**src/rtl/lsu_byte_sequencer_pkg.sv**
```systemverilog
// ============================================================================
// Module   : lsu_byte_sequencer_pkg
// Brief    : Shared func3 codes, FSM state encoding and request helpers for
//            the byte-wide load/store sequencer.
// Revision : 1.0 - initial release
// ============================================================================
`default_nettype none

package lsu_byte_sequencer_pkg;

    localparam logic [2:0] F3_LB  = 3'b000;
    localparam logic [2:0] F3_LH  = 3'b001;
    localparam logic [2:0] F3_LW  = 3'b010;
    localparam logic [2:0] F3_LBU = 3'b100;
    localparam logic [2:0] F3_LHU = 3'b101;
    localparam logic [2:0] F3_SB  = 3'b000;
    localparam logic [2:0] F3_SH  = 3'b001;
    localparam logic [2:0] F3_SW  = 3'b010;

    typedef enum logic [2:0] {
        ST_IDLE  = 3'd0,
        ST_LOAD  = 3'd1,
        ST_LCAP  = 3'd2,
        ST_STORE = 3'd3,
        ST_DONE  = 3'd4
    } state_e;

    // Width is carried by the low two func3 bits for both loads and stores.
    function automatic logic [2:0] byte_count(input logic [2:0] f3);
        case (f3[1:0])
            2'b00:   return 3'd1;
            2'b01:   return 3'd2;
            default: return 3'd4;
        endcase
    endfunction

    function automatic logic req_legal(input logic       rd,
                                       input logic       wr,
                                       input logic [2:0] f3);
        if (rd && !wr) begin
            return (f3 == F3_LB) || (f3 == F3_LH) || (f3 == F3_LW) ||
                   (f3 == F3_LBU) || (f3 == F3_LHU);
        end
        if (wr && !rd) begin
            return (f3 == F3_SB) || (f3 == F3_SH) || (f3 == F3_SW);
        end
        return 1'b0;
    endfunction

endpackage

`default_nettype wire

```
**src/rtl/lsu_byte_sequencer_load_extend.sv**
```systemverilog
// ============================================================================
// Module   : lsu_byte_sequencer_load_extend
// Brief    : Sign/zero extension of an assembled little-endian load word.
// Revision : 1.0 - initial release
// ============================================================================
`default_nettype none

module lsu_byte_sequencer_load_extend
    import lsu_byte_sequencer_pkg::*;
(
    input  logic [2:0]  i_func3,
    input  logic [31:0] i_word,
    output logic [31:0] o_data
);

    always_comb begin
        case (i_func3)
            F3_LB:   o_data = {{24{i_word[7]}}, i_word[7:0]};
            F3_LH:   o_data = {{16{i_word[15]}}, i_word[15:0]};
            F3_LBU:  o_data = {24'd0, i_word[7:0]};
            F3_LHU:  o_data = {16'd0, i_word[15:0]};
            default: o_data = i_word;
        endcase
    end

endmodule

`default_nettype wire

```
**src/rtl/lsu_byte_sequencer.sv**
```systemverilog
// ============================================================================
// Module   : lsu_byte_sequencer
// Brief    : Splits core loads/stores into little-endian byte accesses to a
//            synchronous-read byte RAM; assembles and extends load data.
// Revision : 1.0 - initial release
// ============================================================================
`default_nettype none

module lsu_byte_sequencer
    import lsu_byte_sequencer_pkg::*;
#(
    parameter int ADDR_W = 8
) (
    input  logic              clk,
    input  logic              rst_n,
    input  logic              req,
    input  logic              MemRead,
    input  logic              MemWrite,
    input  logic [2:0]        func3,
    input  logic [ADDR_W-1:0] addr,
    input  logic [31:0]       data_in,
    output logic              ready,
    output logic              done,
    output logic              err,
    output logic [31:0]       data_out,
    output logic [ADDR_W-1:0] mem_addr,
    output logic              mem_re,
    output logic              mem_we,
    output logic [7:0]        mem_wdata,
    input  logic [7:0]        mem_rdata
);

    state_e              r_state_q,     w_state_d;
    logic [1:0]          r_cnt_q,       w_cnt_d;
    logic [1:0]          r_rd_idx_q,    w_rd_idx_d;
    logic                r_rd_pend_q,   w_rd_pend_d;
    logic [ADDR_W-1:0]   r_addr_q,      w_addr_d;
    logic [2:0]          r_func3_q,     w_func3_d;
    logic [31:0]         r_wdata_q,     w_wdata_d;
    logic [31:0]         r_asm_q,       w_asm_d;
    logic [31:0]         r_data_out_q,  w_data_out_d;
    logic                r_ready_q,     w_ready_d;
    logic                r_done_q,      w_done_d;
    logic                r_err_q,       w_err_d;
    logic [ADDR_W-1:0]   r_mem_addr_q,  w_mem_addr_d;
    logic                r_mem_re_q,    w_mem_re_d;
    logic                r_mem_we_q,    w_mem_we_d;
    logic [7:0]          r_mem_wdata_q, w_mem_wdata_d;

    logic [31:0]         w_asm_cap;
    logic [1:0]          w_rd_idx_cap;
    logic [31:0]         w_ext;
    logic [1:0]          w_cnt_inc;
    logic                w_last;
    logic [ADDR_W-1:0]   w_addr_next;

    // Read data lags mem_re by one cycle; r_rd_pend_q marks that cycle.
    always_comb begin
        w_asm_cap    = r_asm_q;
        w_rd_idx_cap = r_rd_idx_q;
        if (r_rd_pend_q) begin
            w_asm_cap[{r_rd_idx_q, 3'b000} +: 8] = mem_rdata;
            w_rd_idx_cap                         = r_rd_idx_q + 2'd1;
        end
    end

    lsu_byte_sequencer_load_extend u_load_extend (
        .i_func3 (r_func3_q),
        .i_word  (w_asm_cap),
        .o_data  (w_ext)
    );

    assign w_cnt_inc   = r_cnt_q + 2'd1;
    assign w_last      = ({1'b0, r_cnt_q} == (byte_count(r_func3_q) - 3'd1));
    assign w_addr_next = r_addr_q + ADDR_W'(w_cnt_inc);

    always_comb begin
        w_state_d     = r_state_q;
        w_cnt_d       = r_cnt_q;
        w_rd_idx_d    = w_rd_idx_cap;
        w_rd_pend_d   = r_mem_re_q;
        w_addr_d      = r_addr_q;
        w_func3_d     = r_func3_q;
        w_wdata_d     = r_wdata_q;
        w_asm_d       = w_asm_cap;
        w_data_out_d  = r_data_out_q;
        w_ready_d     = r_ready_q;
        w_done_d      = 1'b0;
        w_err_d       = 1'b0;
        w_mem_addr_d  = r_mem_addr_q;
        w_mem_re_d    = 1'b0;
        w_mem_we_d    = 1'b0;
        w_mem_wdata_d = r_mem_wdata_q;

        case (r_state_q)
            ST_IDLE: begin
                if (req) begin
                    w_addr_d   = addr;
                    w_func3_d  = func3;
                    w_wdata_d  = data_in;
                    w_asm_d    = 32'd0;
                    w_rd_idx_d = 2'd0;
                    w_cnt_d    = 2'd0;
                    w_ready_d  = 1'b0;
                    if (!req_legal(MemRead, MemWrite, func3)) begin
                        w_state_d    = ST_DONE;
                        w_done_d     = 1'b1;
                        w_err_d      = 1'b1;
                        w_data_out_d = 32'd0;
                    end else if (MemRead) begin
                        w_state_d    = ST_LOAD;
                        w_mem_re_d   = 1'b1;
                        w_mem_addr_d = addr;
                    end else begin
                        w_state_d     = ST_STORE;
                        w_mem_we_d    = 1'b1;
                        w_mem_addr_d  = addr;
                        w_mem_wdata_d = data_in[7:0];
                    end
                end
            end
            ST_LOAD: begin
                if (w_last) begin
                    w_state_d = ST_LCAP;
                end else begin
                    w_cnt_d      = w_cnt_inc;
                    w_mem_re_d   = 1'b1;
                    w_mem_addr_d = w_addr_next;
                end
            end
            ST_LCAP: begin
                w_state_d    = ST_DONE;
                w_done_d     = 1'b1;
                w_data_out_d = w_ext;
            end
            ST_STORE: begin
                if (w_last) begin
                    w_state_d = ST_DONE;
                    w_done_d  = 1'b1;
                end else begin
                    w_cnt_d       = w_cnt_inc;
                    w_mem_we_d    = 1'b1;
                    w_mem_addr_d  = w_addr_next;
                    w_mem_wdata_d = r_wdata_q[{w_cnt_inc, 3'b000} +: 8];
                end
            end
            ST_DONE: begin
                w_state_d = ST_IDLE;
                w_ready_d = 1'b1;
            end
            default: begin
                w_state_d = ST_IDLE;
                w_ready_d = 1'b1;
            end
        endcase
    end

    always_ff @(posedge clk or negedge rst_n) begin
        if (!rst_n) begin
            r_state_q     <= ST_IDLE;
            r_cnt_q       <= 2'd0;
            r_rd_idx_q    <= 2'd0;
            r_rd_pend_q   <= 1'b0;
            r_addr_q      <= '0;
            r_func3_q     <= 3'd0;
            r_wdata_q     <= 32'd0;
            r_asm_q       <= 32'd0;
            r_data_out_q  <= 32'd0;
            r_ready_q     <= 1'b1;
            r_done_q      <= 1'b0;
            r_err_q       <= 1'b0;
            r_mem_addr_q  <= '0;
            r_mem_re_q    <= 1'b0;
            r_mem_we_q    <= 1'b0;
            r_mem_wdata_q <= 8'd0;
        end else begin
            r_state_q     <= w_state_d;
            r_cnt_q       <= w_cnt_d;
            r_rd_idx_q    <= w_rd_idx_d;
            r_rd_pend_q   <= w_rd_pend_d;
            r_addr_q      <= w_addr_d;
            r_func3_q     <= w_func3_d;
            r_wdata_q     <= w_wdata_d;
            r_asm_q       <= w_asm_d;
            r_data_out_q  <= w_data_out_d;
            r_ready_q     <= w_ready_d;
            r_done_q      <= w_done_d;
            r_err_q       <= w_err_d;
            r_mem_addr_q  <= w_mem_addr_d;
            r_mem_re_q    <= w_mem_re_d;
            r_mem_we_q    <= w_mem_we_d;
            r_mem_wdata_q <= w_mem_wdata_d;
        end
    end

    assign ready     = r_ready_q;
    assign done      = r_done_q;
    assign err       = r_err_q;
    assign data_out  = r_data_out_q;
    assign mem_addr  = r_mem_addr_q;
    assign mem_re    = r_mem_re_q;
    assign mem_we    = r_mem_we_q;
    assign mem_wdata = r_mem_wdata_q;

endmodule

`default_nettype wire

```
**config.mk**
```make
export PLATFORM = sky130hd
export DESIGN_NAME = lsu_byte_sequencer
export DESIGN_NICKNAME = d
export VERILOG_FILES = /design/src/rtl/lsu_byte_sequencer_pkg.sv /design/src/rtl/lsu_byte_sequencer_load_extend.sv /design/src/rtl/lsu_byte_sequencer.sv
export SDC_FILE = /design/constraint.sdc
export NUM_CORES = 1
export LEC_CHECK = 0
export CELL_PAD_IN_SITES_DETAIL_PLACEMENT = 0
export CELL_PAD_IN_SITES_GLOBAL_PLACEMENT = 1
export CORE_MARGIN = 5
export CORE_UTILIZATION = 37
export DETAILED_ROUTE_END_ITERATION = 12
export GPL_TIMING_DRIVEN = 1
export PLACE_DENSITY_LB_ADDON = 0.1
export SYNTH_ARGS = -nofsm -noshare
export SYNTH_HDL_FRONTEND = slang
export SYNTH_HIERARCHICAL = 1
export SYNTH_SLANG_ARGS = --single-unit
export TNS_END_PERCENT = 20
```
**constraint.sdc**
```tcl
create_clock -name clk -period 2.8 [get_ports clk]
set_clock_uncertainty 0.15 [all_clocks]
set_input_delay 0.56 -clock clk [delete_from_list [all_inputs] [get_ports clk]]
set_output_delay 0.56 -clock clk [all_outputs]
set_load 0.03 [all_outputs]
```
==> qor.log, run 1 <==
INFO  outcome        outcome=finished, final reports clean
INFO  detailed_routing drc=0
INFO  detailed_routing dr.pass1.iters=4
INFO  power_and_ir_drop p_int=5.32mW
INFO  sta            tightestPinTransition=791ps
INFO  power_and_ir_drop p_seq_frac=0.360
INFO  yosys          syn_area_per_cell=10.8µm²
INFO  yosys          synth-main-ff-cell=sky130_fd_sc_hd__dfrtp_1
INFO  floorplan      num_rows=47
INFO  critical_path  crit_top_cell=sky130_fd_sc_hd__a22o_1
INFO  yosys          syn_area=6310µm²
INFO  finish         nFillCells=1526
INFO  power_and_ir_drop combinationalPowerShare=0.347
INFO  sta            max_freq=392MHz
INFO  global_routing via_count_of_the_first_global_routing_pass=5072
INFO  yosys          synthCells=585
INFO  detailed_routing via_count=4663
INFO  power_and_ir_drop netSwitchingFraction=0.351
INFO  global_routing grt_util_all_layers=0.173
INFO  clock_network  max-clock-path-buffers=2
INFO  run            drv.max_cap_violation_count=0
INFO  global_routing met3_usage=0.0470
INFO  yosys          post-synth-top-area-fraction=0.536
INFO  finish         nNetsFinal=757
INFO  global_routing antenna_violations_before_repair=1
INFO  placed_design  dp_hpwl=11100µm
INFO  critical_path  crit_path_top_delay_cell=sky130_fd_sc_hd__mux2i_2
INFO  global_routing grt_use_met1=0.219
INFO  clock_network  cts_inserted_buffers=17
INFO  global_routing grt_met2_usage=0.289
INFO  critical_path  timing_worst_setup_path_type=flop to flop
INFO  floorplan      area_of_the_die=19800µm²
INFO  critical_path  cp_slowest_stage_delay=640ps
INFO  yosys          ys_warn_count=6
INFO  clock_network  clock_latency_on_the_worst_skew_pair=410ps
INFO  critical_path  rr_endpoint=data_out[26]$_DFFE_PN0P_
INFO  global_routing globalRoute.totalOverflow=0
INFO  critical_path  cp_data_required_time=2950ps
INFO  power_and_ir_drop pwr_density_cell=991nW/µm²
INFO  finish         antenna-diode-count=0
INFO  finish         drive_gt1_frac=0.149
INFO  detailed_routing via_per_inst=5.04
INFO  detailed_routing totalWireLength=16300µm
INFO  floorplan      std_cell_core_area=16600µm²
INFO  floorplan      initial_core_util=0.379
INFO  yosys          synth_edf_count=0
INFO  placed_design  gp_congestion=0.765
INFO  sta            finalHoldViolations=0
INFO  yosys          asr_flop_ratio_synth=1.00
INFO  sta            setup_viol=0
INFO  yosys          synth.area.top_cells=sky130_fd_sc_hd__dfrtp_1 (54%), sky130_fd_sc_hd__nand2_1 (10%), sky130_fd_sc_hd__a22o_1 (8.9%), sky130_fd_sc_hd__mux2_2 (4.1%), sky130_fd_sc_hd__and2_1 (3.2%)
INFO  clock_network  tritoncts_num_sinks=136
INFO  clock_network  tritoncts_clock_tree=yes
INFO  yosys          ys_ff_latch=136
INFO  power_and_ir_drop cellLeakagePower=3.81nW
INFO  finish         final_core_utilization=0.497
INFO  detailed_routing dr.first_iter.drc_count=229
INFO  power_and_ir_drop irDropWorstVdd=0.506mV
INFO  floorplan      number_of_top_level_pins=109
INFO  global_routing maximum_number_of_pins_on_one_net_before_global_route_repair=60
INFO  sta            grt_setup_unrepaired=false
INFO  yosys          synthDistinctLibCells=49
INFO  power_and_ir_drop post-layout-total-power=8.20mW
INFO  yosys          synth-seq-area-share=0.540
INFO  clock_network  clk_pin_slew_worst_paths=60ps
INFO  sta            slew_headroom=0.462
INFO  yosys          synth_area_leader_cell=sky130_fd_sc_hd__dfrtp_1
INFO  floorplan      die_width=141µm
INFO  clock_network  clock_root_buffer=sky130_fd_sc_hd__clkbuf_16
INFO  critical_path  setup.worst_path.end_class=flop
INFO  finish         flow.area_growth_from_synthesis=31.3%
INFO  clock_network  cts-htree-levels=4
INFO  detailed_routing avgRoutedWirePerCell=17.6µm
INFO  critical_path  worst_setup_path_start_kind=flop
INFO  sta            finalCritPeriodShare=0.912
INFO  sta            post-route-min-period=2550ps
INFO  critical_path  ff2ff_path_depth=7
INFO  global_routing grt_first_pass_wirelength=26900µm
INFO  critical_path  cp_data_arrival_time=2710ps
INFO  critical_path  critPathMaxFanout=16
INFO  floorplan      chipHeight=141µm
INFO  global_routing global_route.peak_usage_layer=met2
INFO  placed_design  placement.io_buffers=108
INFO  hold_path      hold_path_class=flop to flop
INFO  sta            max_slew_violation_total_from_the_final_report=0
INFO  yosys          mappedNetlistNets=649
INFO  power_and_ir_drop power.net_switching=2.88mW
INFO  critical_path  critical_path.reg2reg.startpoint=r_rd_idx_q[0]$_DFF_PN0_
INFO  hold_path      worst_hold_startpoint=mem_re$_DFF_PN0_
INFO  detailed_routing antenna_violating_nets_post_route=0
INFO  clock_network  cts_setup_buffers=0
INFO  critical_path  worst_case_register_to_register_setup_slack=250ps
INFO  critical_path  worstSetupEndpoint=data_out[26]$_DFFE_PN0P_
INFO  critical_path  crit_path_cell_trace=inv_1, ha_1, nor4b_2, a22o_1, mux2i_2, o21ai_0, a22o_1
INFO  critical_path  timing.critical_path.from=r_rd_idx_q[0]$_DFF_PN0_
INFO  sta            sum_of_negative_setup_slack=0ps
INFO  power_and_ir_drop power_frac_clock=0.292
==> routing by layer <==
layer | up-vias | wire length [µm]
li1 | 2234 | -
met1 | 2310 | 7250
met2 | 102 | 8080
met3 | 15 | 807
met4 | 2 | 183
met5 | - | 13
==> power by group through the flow <==
stage | clock network, mW | logic (mW) | registers, mW
2_1_floorplan | 0 | 1.70 | 3.21
3_3_place_gp | 0 | 2.85 | 2.97
3_5_place_dp | 0 | 2.90 | 2.99
4_1_cts | 2.47 | 2.91 | 2.96
5_1_grt | 2.55 | 3.13 | 3.04
6_report | 2.40 | 2.85 | 2.95
==> synthesized netlist by cell type, types with 2 or more instances <==
| master | n |
|---|---|
| sky130_fd_sc_hd__nand2_1 | 168 |
| sky130_fd_sc_hd__dfrtp_1 | 135 |
| sky130_fd_sc_hd__a22o_1 | 64 |
| sky130_fd_sc_hd__o21ai_0 | 36 |
| sky130_fd_sc_hd__and2_1 | 32 |
| sky130_fd_sc_hd__mux2_2 | 23 |
| sky130_fd_sc_hd__clkbuf_1 | 18 |
| sky130_fd_sc_hd__buf_4 | 10 |
| sky130_fd_sc_hd__buf_2 | 9 |
| sky130_fd_sc_hd__mux4_2 | 8 |
| sky130_fd_sc_hd__nor2_1 | 8 |
| sky130_fd_sc_hd__buf_6 | 7 |
| sky130_fd_sc_hd__ha_1 | 7 |
| sky130_fd_sc_hd__inv_1 | 6 |
| sky130_fd_sc_hd__a31oi_1 | 5 |
| sky130_fd_sc_hd__nand3_1 | 5 |
| sky130_fd_sc_hd__nor4b_2 | 3 |
| sky130_fd_sc_hd__or3_1 | 3 |
| sky130_fd_sc_hd__xnor2_1 | 3 |
| sky130_fd_sc_hd__xor2_1 | 3 |
| sky130_fd_sc_hd__mux2_1 | 2 |
| sky130_fd_sc_hd__mux2i_1 | 2 |
| sky130_fd_sc_hd__or4b_4 | 2 |
==> through the flow <==
step                      instance area (µm²)  setup slack (ps)  cells  hold WS [ps]
final                                    8280               247    926           229
after global routing                     8280               109    926           245
after CTS                                8280               294    926           234
after floorplan                          6310               108    585           114
after detailed placement                 7630               126    893           216
after global placement                   7630               141    893           216
==> cell type report <==
type / count / area, µm² / share of cell area
well taps: 220 / 275 / 0.0332
flip-flops and latches: 136 / 3400 / 0.411
clock buffers: 20 / 467 / 0.0564
multi-input cells: 398 / 2620 / 0.317
repair buffers: 134 / 1320 / 0.159
clock inverters: 12 / 171 / 0.0207
inverters: 6 / 22.5 / 0.00272
==> worst min-delay path by stage <==
stage	endpoint	slack, ps	cells past startpoint
after CTS	r_rd_pend_q$_DFF_PN0_	230	0
after global placement	r_rd_pend_q$_DFF_PN0_	220	0
after detailed placement	r_rd_pend_q$_DFF_PN0_	220	0
final	r_rd_pend_q$_DFF_PN0_	230	0
after global routing	r_rd_pend_q$_DFF_PN0_	240	0
after floorplan	data_out[0]$_DFFE_PN0P_	110	0
==> placed cells by master (no fill, tap or decap), drive strengths merged, types with 2 or more instances in the layout <==
master | synthesis | layout
a31oi | 6 | 6
a22o | 64 | 64
nor2 | 9 | 9
buf | 26 | 26
mux2 | 25 | 25
clkinvlp | 0 | 3
mux2i | 3 | 3
or4b | 2 | 2
nand3 | 5 | 5
clkbuf | 19 | 20
clkinv | 0 | 4
o21ai | 37 | 37
bufinv | 0 | 4
and2 | 32 | 32
nor4b | 3 | 3
inv | 6 | 7
xor2 | 3 | 3
dfrtp | 135 | 135
clkdlybuf4s50 | 0 | 107
nand2 | 168 | 168
or3 | 3 | 3
xnor2 | 3 | 3
ha | 7 | 7
or2 | 2 | 2
mux4 | 8 | 8
==> worst max-delay path: cells and delay by family, from the launching register on <==
kind	cells	cell delay (ps)
mux	1	640
compound gates	3	630
flops	1	370
fa+ha+maj	1	300
simple gates	1	190
buf+inv	1	160
==> cells by family after synthesis <==
| group | count (synthesis) | share of synthesized area |
|---|---|---|
| adders and majority gates | 8 | 0.0171 |
| xor gates and xnor gates | 6 | 0.00833 |
| buffers and inverters | 51 | 0.0466 |
| DFF | 136 | 0.540 |
| and+or+nand+nor | 233 | 0.170 |
| muxes | 36 | 0.0786 |
| AOI/OAI and AO/OA | 115 | 0.139 |
==> registers in the layout (all words and copies together), names as in the netlist, 2 cells and up <==
register / flops
r_func3_q: 3
data_out: 32
r_state_q: 3
mem_addr: 8
r_cnt_q: 2
mem_wdata: 8
r_rd_idx_q: 2
r_addr_q: 8
r_wdata_q: 32
r_asm_q: 32
==> repair_timing <==
action / in CTS / in global routing
endpoints found under the setup margin: 0 / 0
endpoints found under the hold margin: 49 / 0
hold buffers: 1 / 0
resized for setup: 0 / 0
Note: power is estimated with default switching activity, not from simulation.
==> run 2, diff against run 1 <==
--- a/config.mk
+++ b/config.mk
@@ -5,6 +5,7 @@
 export SDC_FILE = /design/constraint.sdc
 export NUM_CORES = 1
 export LEC_CHECK = 0
+export ABC_CLOCK_PERIOD_IN_PS = 2800
 export CELL_PAD_IN_SITES_DETAIL_PLACEMENT = 0
 export CELL_PAD_IN_SITES_GLOBAL_PLACEMENT = 1
 export CORE_MARGIN = 5
==> results of run 2 <==
Same layout as run 1: the final DEF is identical, and so are final timing and power.
==> run 3, diff against run 2 <==
--- a/config.mk
+++ b/config.mk
@@ -5,11 +5,11 @@
 export SDC_FILE = /design/constraint.sdc
 export NUM_CORES = 1
 export LEC_CHECK = 0
-export ABC_CLOCK_PERIOD_IN_PS = 2800
+export ABC_CLOCK_PERIOD_IN_PS = 3000
 export CELL_PAD_IN_SITES_DETAIL_PLACEMENT = 0
 export CELL_PAD_IN_SITES_GLOBAL_PLACEMENT = 1
 export CORE_MARGIN = 5
-export CORE_UTILIZATION = 37
+export CORE_UTILIZATION = 45
 export DETAILED_ROUTE_END_ITERATION = 12
 export GPL_TIMING_DRIVEN = 1
 export PLACE_DENSITY_LB_ADDON = 0.1
==> constraint.sdc (replaced) <==
create_clock -name clk -period 3 [get_ports clk]
set_clock_uncertainty 0.15 [all_clocks]
set_input_delay 0.6 -clock clk [delete_from_list [all_inputs] [get_ports clk]]
set_output_delay 0.6 -clock clk [all_outputs]
set_load 0.03 [all_outputs]
==> qor.log, run 3 (synthesis gave the netlist of run 1 again) <==
INFO  finish         drive_gt1_frac=0.139
INFO  finish         most-common-layout-cells=sky130_fd_sc_hd__nand2_1 (168), sky130_fd_sc_hd__dfrtp_1 (135), sky130_fd_sc_hd__clkdlybuf4s50_1 (107)
INFO  critical_path  crit_path_cell_trace=inv_1, ha_1, nor4b_2, a22o_1, mux2i_2, o21ai_0, a22o_1
INFO  power_and_ir_drop post-layout-total-power=7.40mW
INFO  sta            sum_of_negative_setup_slack=0ps
INFO  placed_design  gp_congestion=0.769
INFO  placed_design  cells_after_dpl=847
INFO  critical_path  cp_data_required_time=3160ps
INFO  detailed_routing avgRoutedWirePerCell=17.5µm
INFO  clock_network  max-clock-path-buffers=2
INFO  sta            slew_headroom=0.483
INFO  clock_network  clock_root_buffer=sky130_fd_sc_hd__clkbuf_16
INFO  critical_path  setup.worst_path.end_class=flop
INFO  critical_path  crit_top_cell=sky130_fd_sc_hd__a22o_1
INFO  clock_network  cts-htree-levels=4
INFO  placed_design  detailed_place.area=7550µm²
INFO  power_and_ir_drop irDropWorstVdd=0.602mV
INFO  finish         antenna-diode-count=0
INFO  sta            tightestPinTransition=757ps
INFO  floorplan      die_width=128µm
INFO  critical_path  cp_slowest_stage_delay=590ps
INFO  sta            max_freq=355MHz
INFO  power_and_ir_drop cellLeakagePower=3.77nW
INFO  finish         nFillCells=1162
INFO  floorplan      area_of_the_die=16500µm²
INFO  clock_network  tritoncts_clock_tree=yes
INFO  clock_network  cts_inserted_buffers=17
INFO  critical_path  cp_data_arrival_time=2970ps
INFO  global_routing globalRoute.totalOverflow=0
INFO  finish         flow.area_growth_from_synthesis=28.9%
INFO  detailed_routing dr.pass1.iters=4
INFO  sta            max_slew_violation_total_from_the_final_report=0
INFO  global_routing maximum_number_of_pins_on_one_net_before_global_route_repair=62
INFO  detailed_routing drc=0
INFO  outcome        outcome=finished, final reports clean
INFO  finish         post-route-cell-area=8130µm²
INFO  clock_network  clock_latency_on_the_worst_skew_pair=420ps
INFO  global_routing antenna_violations_before_repair=0
INFO  critical_path  timing_worst_setup_path_type=flop to flop
INFO  sta            finalCritPeriodShare=0.938
INFO  detailed_routing via_count=4699
INFO  finish         layoutNonFillerInstCount=880
INFO  floorplan      number_of_top_level_pins=109
INFO  hold_path      hold_path_class=flop to flop
INFO  finish         most_common_cell_after_layout_fill_and_taps_aside=sky130_fd_sc_hd__nand2_1
INFO  floorplan      std_cell_core_area=13800µm²
INFO  floorplan      initial_core_util=0.456
INFO  detailed_routing antenna_violating_nets_post_route=0
INFO  clock_network  tritoncts_num_sinks=136
INFO  floorplan      num_rows=43
INFO  critical_path  critPathMaxFanout=16
INFO  sta            finalHoldViolations=0
INFO  detailed_routing totalWireLength=15400µm
INFO  detailed_routing dr.first_iter.drc_count=245
INFO  power_and_ir_drop pwr_density_cell=910nW/µm²
INFO  run            drv.max_cap_violation_count=0
INFO  clock_network  cts_resized=0
INFO  global_routing grt_util_all_layers=0.198
INFO  critical_path  crit_path_top_delay_cell=sky130_fd_sc_hd__mux2i_2
INFO  critical_path  worst_case_register_to_register_setup_slack=190ps
INFO  sta            post-route-min-period=2810ps
INFO  floorplan      chipHeight=128µm
INFO  global_routing via_count_of_the_first_global_routing_pass=5009
INFO  sta            grt_setup_unrepaired=false
INFO  placed_design  dp_hpwl=10200µm
INFO  clock_network  clk_pin_slew_worst_paths=60ps
INFO  placed_design  placement.io_buffers=108
INFO  sta            setup_viol=0
INFO  critical_path  worst_setup_path_start_kind=flop
INFO  detailed_routing via_per_inst=5.34
INFO  finish         nNetsFinal=751
INFO  global_routing grt_first_pass_wirelength=25500µm
-- run 3: changes by cell type in the layout (fill, tap and decap cells not counted), moves of 2 or more --
cell / delta
sky130_fd_sc_hd__buf_4: -7
sky130_fd_sc_hd__clkinvlp_4: -3
sky130_fd_sc_hd__clkbuf_8: +2
sky130_fd_sc_hd__bufinv_16: -3
sky130_fd_sc_hd__clkbuf_1: +2
sky130_fd_sc_hd__clkinv_2: +2
-- run 3: report_power, final --
| part | internal [mW] | switching, mW |
|---|---|---|
| sequential | 2.38 | 0.381 |
| combinational | 1.13 | 1.51 |
| clock | 1.24 | 0.761 |
| total | 4.75 | 2.65 |
-- run 3: area by class of cell --
type / count / area (µm²) / share of cell area
Timing Repair Buffer: 128 / 1280 / 0.158
Multi-Input combinational cell: 398 / 2620 / 0.322
Tap cell: 180 / 225 / 0.0277
Clock buffer: 24 / 502 / 0.0617
Clock inverter: 8 / 68.8 / 0.00847
Inverter: 6 / 22.5 / 0.00277
Sequential cell: 136 / 3400 / 0.419
-- run 3: critical path, delay by kind of cell, from the launching register on --
kind            cells  cell delay [ps]
compound gates      3              700
mux                 1              590
flops               1              480
fa+ha+maj           1              400
simple gates        1              200
buf+inv             1              170
-- run 3: metal layers --
| metal | up-vias | track usage | share of wire |
|---|---|---|---|
| met5 | - | 0 | 0 |
| met4 | 0 | 0.0680 | 0.018 |
| met3 | 19 | 0.0548 | 0.041 |
| met2 | 110 | 0.335 | 0.50 |
| met1 | 2354 | 0.246 | 0.44 |
| li1 | 2216 | - | - |
-- run 3: timing repair --
action / CTS / global route
hold buffers: 1 / 0
buffers inserted: 0 / 0
hold endpoints to repair: 44 / 0
-- run 3: final timing paths --
check,to,cells after the start,startpoint
min in group asynchronous,data_out[11]$_DFFE_PN0P_,2,rst_n
max reg2reg,data_out[18]$_DFFE_PN0P_,7,r_rd_idx_q[0]$_DFF_PN0_
max in group asynchronous,data_out[26]$_DFFE_PN0P_,3,rst_n
max,data_out[18]$_DFFE_PN0P_,7,r_rd_idx_q[0]$_DFF_PN0_
min,r_rd_pend_q$_DFF_PN0_,0,mem_re$_DFF_PN0_
min reg2reg,r_rd_pend_q$_DFF_PN0_,0,mem_re$_DFF_PN0_
-- run 3: stage by stage --
stage	setup WS (ps)	hold slack, ps	util
floorplan	308	154	-
global placement	166	213	0.546
detailed placement	40.5	215	0.546
CTS	237	231	0.588
global route	35.9	254	0.588
finish	187	228	0.588
